`src/rtl/alu_issue_ctrl.sv`:
```
// alu_issue_ctrl: sequences one RV32I ALU instruction at a time through
// decode, register read, ALU execute and write-back, with illegal-opcode
// drop, ALU hang timeout, flush and a retired-instruction counter.
module alu_issue_ctrl #(
   parameter int unsigned ALU_TIMEOUT = 16
) (
   input  logic        clk,
   input  logic        rst_n,
   input  logic        instr_valid,
   output logic        instr_ready,
   input  logic [31:0] instr,
   input  logic        flush,
   output logic [31:0] dec_instr,
   input  logic [4:0]  dec_alu_op,
   input  logic        dec_reg_write,
   input  logic        dec_alu_src,
   input  logic [4:0]  dec_rs1,
   input  logic [4:0]  dec_rs2,
   input  logic [4:0]  dec_rd,
   input  logic [31:0] dec_imm,
   output logic        rf_rd_en,
   output logic [4:0]  rf_rs1,
   output logic [4:0]  rf_rs2,
   input  logic [31:0] rf_rdata1,
   input  logic [31:0] rf_rdata2,
   output logic        alu_start,
   output logic [4:0]  alu_op,
   output logic [31:0] alu_a,
   output logic [31:0] alu_b,
   input  logic        alu_done,
   input  logic [31:0] alu_result,
   output logic        rf_we,
   output logic [4:0]  rf_waddr,
   output logic [31:0] rf_wdata,
   output logic        illegal,
   output logic        timeout,
   output logic        busy,
   output logic [31:0] retired_cnt
);

   localparam int unsigned CNT_W = (ALU_TIMEOUT > 1) ? $clog2(ALU_TIMEOUT) : 1;
   localparam logic [CNT_W-1:0] CNT_LAST = CNT_W'(ALU_TIMEOUT - 1);

   typedef enum logic [2:0] {
      S_IDLE   = 3'd0,
      S_DECODE = 3'd1,
      S_READ   = 3'd2,
      S_OPND   = 3'd3,
      S_EXEC   = 3'd4,
      S_WB     = 3'd5
   } state_t;

   state_t           r_state;
   logic [31:0]      r_instr_q;
   logic [4:0]       r_alu_op;
   logic             r_alu_src;
   logic [4:0]       r_rs1;
   logic [4:0]       r_rs2;
   logic [4:0]       r_rd;
   logic [31:0]      r_imm;
   logic [31:0]      r_a;
   logic [31:0]      r_b;
   logic             r_rf_rd_en;
   logic             r_alu_start;
   logic             r_rf_we;
   logic [4:0]       r_waddr;
   logic [31:0]      r_wdata;
   logic             r_illegal;
   logic             r_timeout;
   logic [CNT_W-1:0] r_cnt;
   logic [31:0]      r_retired_cnt;

   // Issue FSM with all datapath registers and one-cycle strobes
   always_ff @(posedge clk) begin
      if (!rst_n) begin
         r_state       <= S_IDLE;
         r_instr_q     <= '0;
         r_alu_op      <= '0;
         r_alu_src     <= 1'b0;
         r_rs1         <= '0;
         r_rs2         <= '0;
         r_rd          <= '0;
         r_imm         <= '0;
         r_a           <= '0;
         r_b           <= '0;
         r_rf_rd_en    <= 1'b0;
         r_alu_start   <= 1'b0;
         r_rf_we       <= 1'b0;
         r_waddr       <= '0;
         r_wdata       <= '0;
         r_illegal     <= 1'b0;
         r_timeout     <= 1'b0;
         r_cnt         <= '0;
         r_retired_cnt <= '0;
      end else begin
         r_rf_rd_en  <= 1'b0;
         r_alu_start <= 1'b0;
         r_rf_we     <= 1'b0;
         r_illegal   <= 1'b0;
         r_timeout   <= 1'b0;
         case (r_state)
            S_IDLE: begin
               if (instr_valid) begin
                  r_instr_q <= instr;
                  r_state   <= S_DECODE;
               end
            end
            S_DECODE: begin
               r_alu_op  <= dec_alu_op;
               r_alu_src <= dec_alu_src;
               r_rs1     <= dec_rs1;
               r_rs2     <= dec_rs2;
               r_rd      <= dec_rd;
               r_imm     <= dec_imm;
               if (flush) begin
                  r_state <= S_IDLE;
               end else if (!dec_reg_write) begin
                  r_illegal <= 1'b1;
                  r_state   <= S_IDLE;
               end else begin
                  r_rf_rd_en <= 1'b1;
                  r_state    <= S_READ;
               end
            end
            S_READ: begin
               r_state <= flush ? S_IDLE : S_OPND;
            end
            S_OPND: begin
               r_a <= rf_rdata1;
               r_b <= r_alu_src ? r_imm : rf_rdata2;
               if (flush) begin
                  r_state <= S_IDLE;
               end else begin
                  r_alu_start <= 1'b1;
                  r_cnt       <= '0;
                  r_state     <= S_EXEC;
               end
            end
            S_EXEC: begin
               if (flush) begin
                  r_state <= S_IDLE;
               end else if (alu_done) begin
                  r_wdata <= alu_result;
                  r_waddr <= r_rd;
                  r_rf_we <= (r_rd != 5'd0);
                  r_state <= S_WB;
               end else if (r_cnt == CNT_LAST) begin
                  r_timeout <= 1'b1;
                  r_state   <= S_IDLE;
               end else begin
                  r_cnt <= r_cnt + CNT_W'(1);
               end
            end
            S_WB: begin
               // rf_we is a registered strobe already on the bus; a flush here only withholds the retire
               if (!flush) begin
                  r_retired_cnt <= r_retired_cnt + 32'd1;
               end
               r_state <= S_IDLE;
            end
            default: begin
               r_state <= S_IDLE;
            end
         endcase
      end
   end

   // Outputs driven straight from registers or decoded from state
   assign instr_ready = (r_state == S_IDLE);
   assign busy        = (r_state != S_IDLE);
   assign dec_instr   = r_instr_q;
   assign rf_rd_en    = r_rf_rd_en;
   assign rf_rs1      = r_rs1;
   assign rf_rs2      = r_rs2;
   assign alu_start   = r_alu_start;
   assign alu_op      = r_alu_op;
   assign alu_a       = r_a;
   assign alu_b       = r_b;
   assign rf_we       = r_rf_we;
   assign rf_waddr    = r_waddr;
   assign rf_wdata    = r_wdata;
   assign illegal     = r_illegal;
   assign timeout     = r_timeout;
   assign retired_cnt = r_retired_cnt;

endmodule

```
`config.mk`:
```
export PLATFORM = sky130hd
export DESIGN_NAME = alu_issue_ctrl
export DESIGN_NICKNAME = d
export VERILOG_FILES = /design/src/rtl/alu_issue_ctrl.sv
export SDC_FILE = /design/constraint.sdc
export NUM_CORES = 1
export LEC_CHECK = 0
export ABC_CLOCK_PERIOD_IN_PS = 3950
export BUFFER_PORTS_ARGS = -buffer_cell sky130_fd_sc_hd__buf_2
export CORE_AREA = 2 2 147 149
export CTS_BUF_LIST = sky130_fd_sc_hd__clkbuf_16
export DETAILED_ROUTE_END_ITERATION = 8
export DIE_AREA = 0 0 149 151
export PLACE_DENSITY = 0.8
export SKIP_LAST_GASP = 1
export SLEW_MARGIN = 20
export SYNTH_ARGS = -nofsm -noshare
export SYNTH_HDL_FRONTEND = slang
export SYNTH_SLANG_ARGS = --single-unit
```
`constraint.sdc`:
```
create_clock -name clk -period 3.95 [get_ports clk]
set_clock_uncertainty 0.2 [all_clocks]
set_input_delay 0.395 -clock clk [delete_from_list [all_inputs] [get_ports clk]]
set_output_delay 0.395 -clock clk [all_outputs]
set_load 0.02 [all_outputs]
```
==> impl_metrics.py <==
metrics = {
    "run_status": {
        "status": "finished clean",
    },
    "worst_setup_path": {
        "path_max_fanout": 15,
        "crit_required_ns": 4.18,
        "reg2reg_depth": 4,
        "worstPathArrival_ns": 2.89,
        "start_kind": "input pin",
        "worst-setup-path-type": "input pin to register",
        "worstSetupEndpointType": "register",
    },
    "hold_path": {
        "min_path_cells": 3,
        "hp-class": "input pin to register",
    },
    "floorplan": {
        "initial_core_util": 0.420,
        "core_um2": 20800,
        "die-width_um": 149,
        "rows": 53,
        "io_pins": 374,
        "die_y_um": 151,
        "die-area_um2": 22500,
    },
    "layout": {
        "post-route-util": 0.630,
        "area_delta_synth_final_pct": 49.9,
        "num-nets-final": 1741,
        "fillerInstances": 1621,
        "layout-drive-gt1-share": 0.272,
    },
    "cts": {
        "cts_buffers": 25,
        "ctsRootBufferMaster": "clkbuf_16",
        "cts_sinks": 230,
        "clk_latency_ns": 0.51,
        "clk_pin_slew_ns": 0.06,
        "clockBufferDepth": 3,
        "htreeDepth": 1,
        "cts_tree": "yes",
    },
    "timing": {
        "hold_viol": 0,
        "setup_tns_ns": 0,
        "rsz0062_at_grt": "false",
        "max_slew_margin": 0.235,
        "clock.fmax_ghz": 0.375,
        "fin_crit_sh": 0.675,
        "drv_slew": 0,
        "finalSetupViolCount": 0,
        "fin_crit_ns": 2.67,
        "tightestPinTransition_ns": 1.15,
    },
    "run": {
        "drv_cap": 0,
    },
    "global_route": {
        "grtUsageTotal": 0.254,
        "grt_max_degree": 139,
        "antenna_found_initial": 1,
        "grt_first_pass_wirelength_um": 46400,
        "grt_pass1_vias": 9406,
        "globalRouteOverflowTotal": 0,
    },
    "synth": {
        "ys_types": 43,
        "synth_seq_cells": 230,
        "postSynthAreaPerCell_um2": 8.21,
        "ys_seq_area_frac": 0.526,
        "synth_cells": 1066,
        "syn_area_um2": 8750,
        "syn_nets": 1255,
        "synth_warnings": 0,
    },
    "drt": {
        "drt_pre_antenna_iters": 4,
        "drt_iter0_drc": 424,
        "drcViolationCount": 0,
        "antenna_left": 0,
        "vias": 9710,
        "wl_per_cell_um": 16.7,
        "drt_wl_total_um": 30800,
        "routed_via_density": 5.26,
    },
    "placement": {
        "place_hpwl_um": 18100,
        "gp_congestion": 0.804,
        "numPortBuffers": 373,
    },
    "power": {
        "p_per_area_nw_per_um2": 395,
        "leakage_nw": 5.57,
        "worst_ir_drop_vdd_v": 0.000347,
    },
}
[per-layer routing]
layer  up-vias  global-route usage  part of all wire
met5         -                   0                 0
met4         0               0.149             0.057
met3       147              0.0645             0.076
met2       453               0.444              0.49
met1      4511               0.279              0.38
li1       4599                   -                 -
[cell families (layout without fill, tap and decap cells)]
| logic type | Yosys count | in the layout | share of synthesized area |
|---|---|---|---|
| buf+inv | 88 | 590 | 0.0396 |
| flops | 230 | 230 | 0.526 |
| simple gates | 459 | 459 | 0.228 |
| fa+ha+maj | 2 | 2 | 0.00286 |
| compound gates | 247 | 247 | 0.159 |
| other cells | 0 | 2 | 0 |
| mux | 33 | 33 | 0.0377 |
| xor+xnor | 7 | 7 | 0.00700 |
[worst max-delay path, stage by stage]
cell and delay [ns]:
dlygate4sd3_1 0.54, buf_2 0.17, and4bb_2 0.53, nand4_1 0.51
or4_1 0.58, a21oi_1 0.17
[per-stage QoR]
stage / worst slack (ns) / hold WS, ns / total power [mW] / instance area, um^2 / cells
after floorplan: 1.71 / 0.236 / 2.65 / 8750 / 1066
after global placement: 1.41 / 0.238 / 2.81 / 10700 / 1643
after detailed placement: 1.34 / 0.243 / 2.82 / 10800 / 1644
after CTS: 1.31 / 0.00107 / 5.21 / 13100 / 1843
after global routing: 1.06 / 0.0267 / 5.37 / 13100 / 1844
final: 1.28 / 0.0215 / 5.18 / 13100 / 1845
[flip-flops by register name, indices dropped and copies added (netlist names), 5 cells and up]
| signal | count |
|---|---|
| retired_cnt | 32 |
| rf_rs1 | 5 |
| rf_wdata | 32 |
| rf_waddr | 5 |
| alu_op | 5 |
| dec_instr | 32 |
| rf_rs2 | 5 |
| alu_a | 32 |
| r_rd | 5 |
| alu_b | 32 |
| r_imm | 32 |
[layout by cell type, fill, tap and decap left out, types with 7 or more instances in the layout]
cell type	n
a211oi_1	32
a21oi_1	178
and3_1	7
buf_2	373
buf_4	8
clkbuf_16	25
dfxtp_1	229
dlygate4sd3_1	156
inv_1	10
mux2i_1	33
nand2_1	323
nand3_1	17
nand4_1	9
nor2_1	43
o31ai_1	18
or4_1	20
[final timing paths]
path / startpoint / end / slack (ns)
min: rf_rdata2[1] / alu_b[1]$_SDFFE_PN0N_ / 0.02
max: flush / retired_cnt[16]$_SDFFE_PN0P_ / 1.28
max reg2reg: r_state[0]$_SDFFE_PN0P_ / retired_cnt[16]$_SDFFE_PN0P_ / 1.40
min reg2reg: alu_a[19]$_SDFFE_PN0N_ / alu_a[19]$_SDFFE_PN0N_ / 0.25
[final cells by class]
type / instances / area (um^2) / share of cell area
flip-flops and latches: 230 / 4610 / 0.351
multi-input cells: 748 / 3810 / 0.290
repair buffers: 539 / 3540 / 0.269
clock buffers: 25 / 626 / 0.0477
well taps: 275 / 344 / 0.0262
clock inverters: 18 / 160 / 0.0122
inverters: 8 / 35.0 / 0.00267
diodes: 2 / 5.00 / 0.000381
[cell usage after synthesis]
library cell,number,area share
mux2i_1,33,0.038
o21ai_0,6,0.0034
a31oi_1,3,0.0021
and2_1,4,0.0029
and3_1,7,0.0050
clkbuf_1,74,0.032
o31ai_1,18,0.015
o211ai_1,3,0.0026
nor4_1,1,0.00072
a211oi_1,32,0.027
a21oi_1,178,0.10
and4bb_2,1,0.0014
inv_2,1,0.00043
xor2_1,6,0.0060
nand3_1,17,0.0097
o21a_1,2,0.0017
o22ai_1,2,0.0014
nand2b_1,6,0.0043
xnor2_1,1,0.0010
nor3_1,6,0.0034
nor3b_1,1,0.00086
nand4_2,2,0.0029
or2_2,2,0.0014
nor2_1,43,0.018
buf_1,3,0.0013
nand2_1,323,0.14
or4_4,1,0.0013
or3_1,6,0.0043
dfxtp_1,230,0.53
and4_1,4,0.0040
o311ai_0,1,0.0010
or4_1,20,0.017
o31a_1,1,0.0010
nand4_1,9,0.0064
inv_1,7,0.0030
ha_1,2,0.0029
o41ai_1,1,0.0010
nand3b_1,3,0.0026
and3b_1,1,0.0010
nor2b_1,1,0.00072
nor4b_1,1,0.0010
buf_2,1,0.00057
buf_6,2,0.0026
[power breakdown]
part           total [mW]  internal, mW  switching, mW
Combinational       0.507         0.251          0.256
Clock                2.26          1.34          0.924
Sequential           2.41          2.37         0.0372
Total                5.18          3.96           1.22
[timing repair]
| action | in CTS | in global routing |
|---|---|---|
| buffers inserted | 0 | 0 |
| hold endpoints to repair | 157 | 0 |
| resized for setup | 0 | 0 |
| hold buffers | 156 | 0 |
Note: power is estimated with default switching activity, not from simulation.
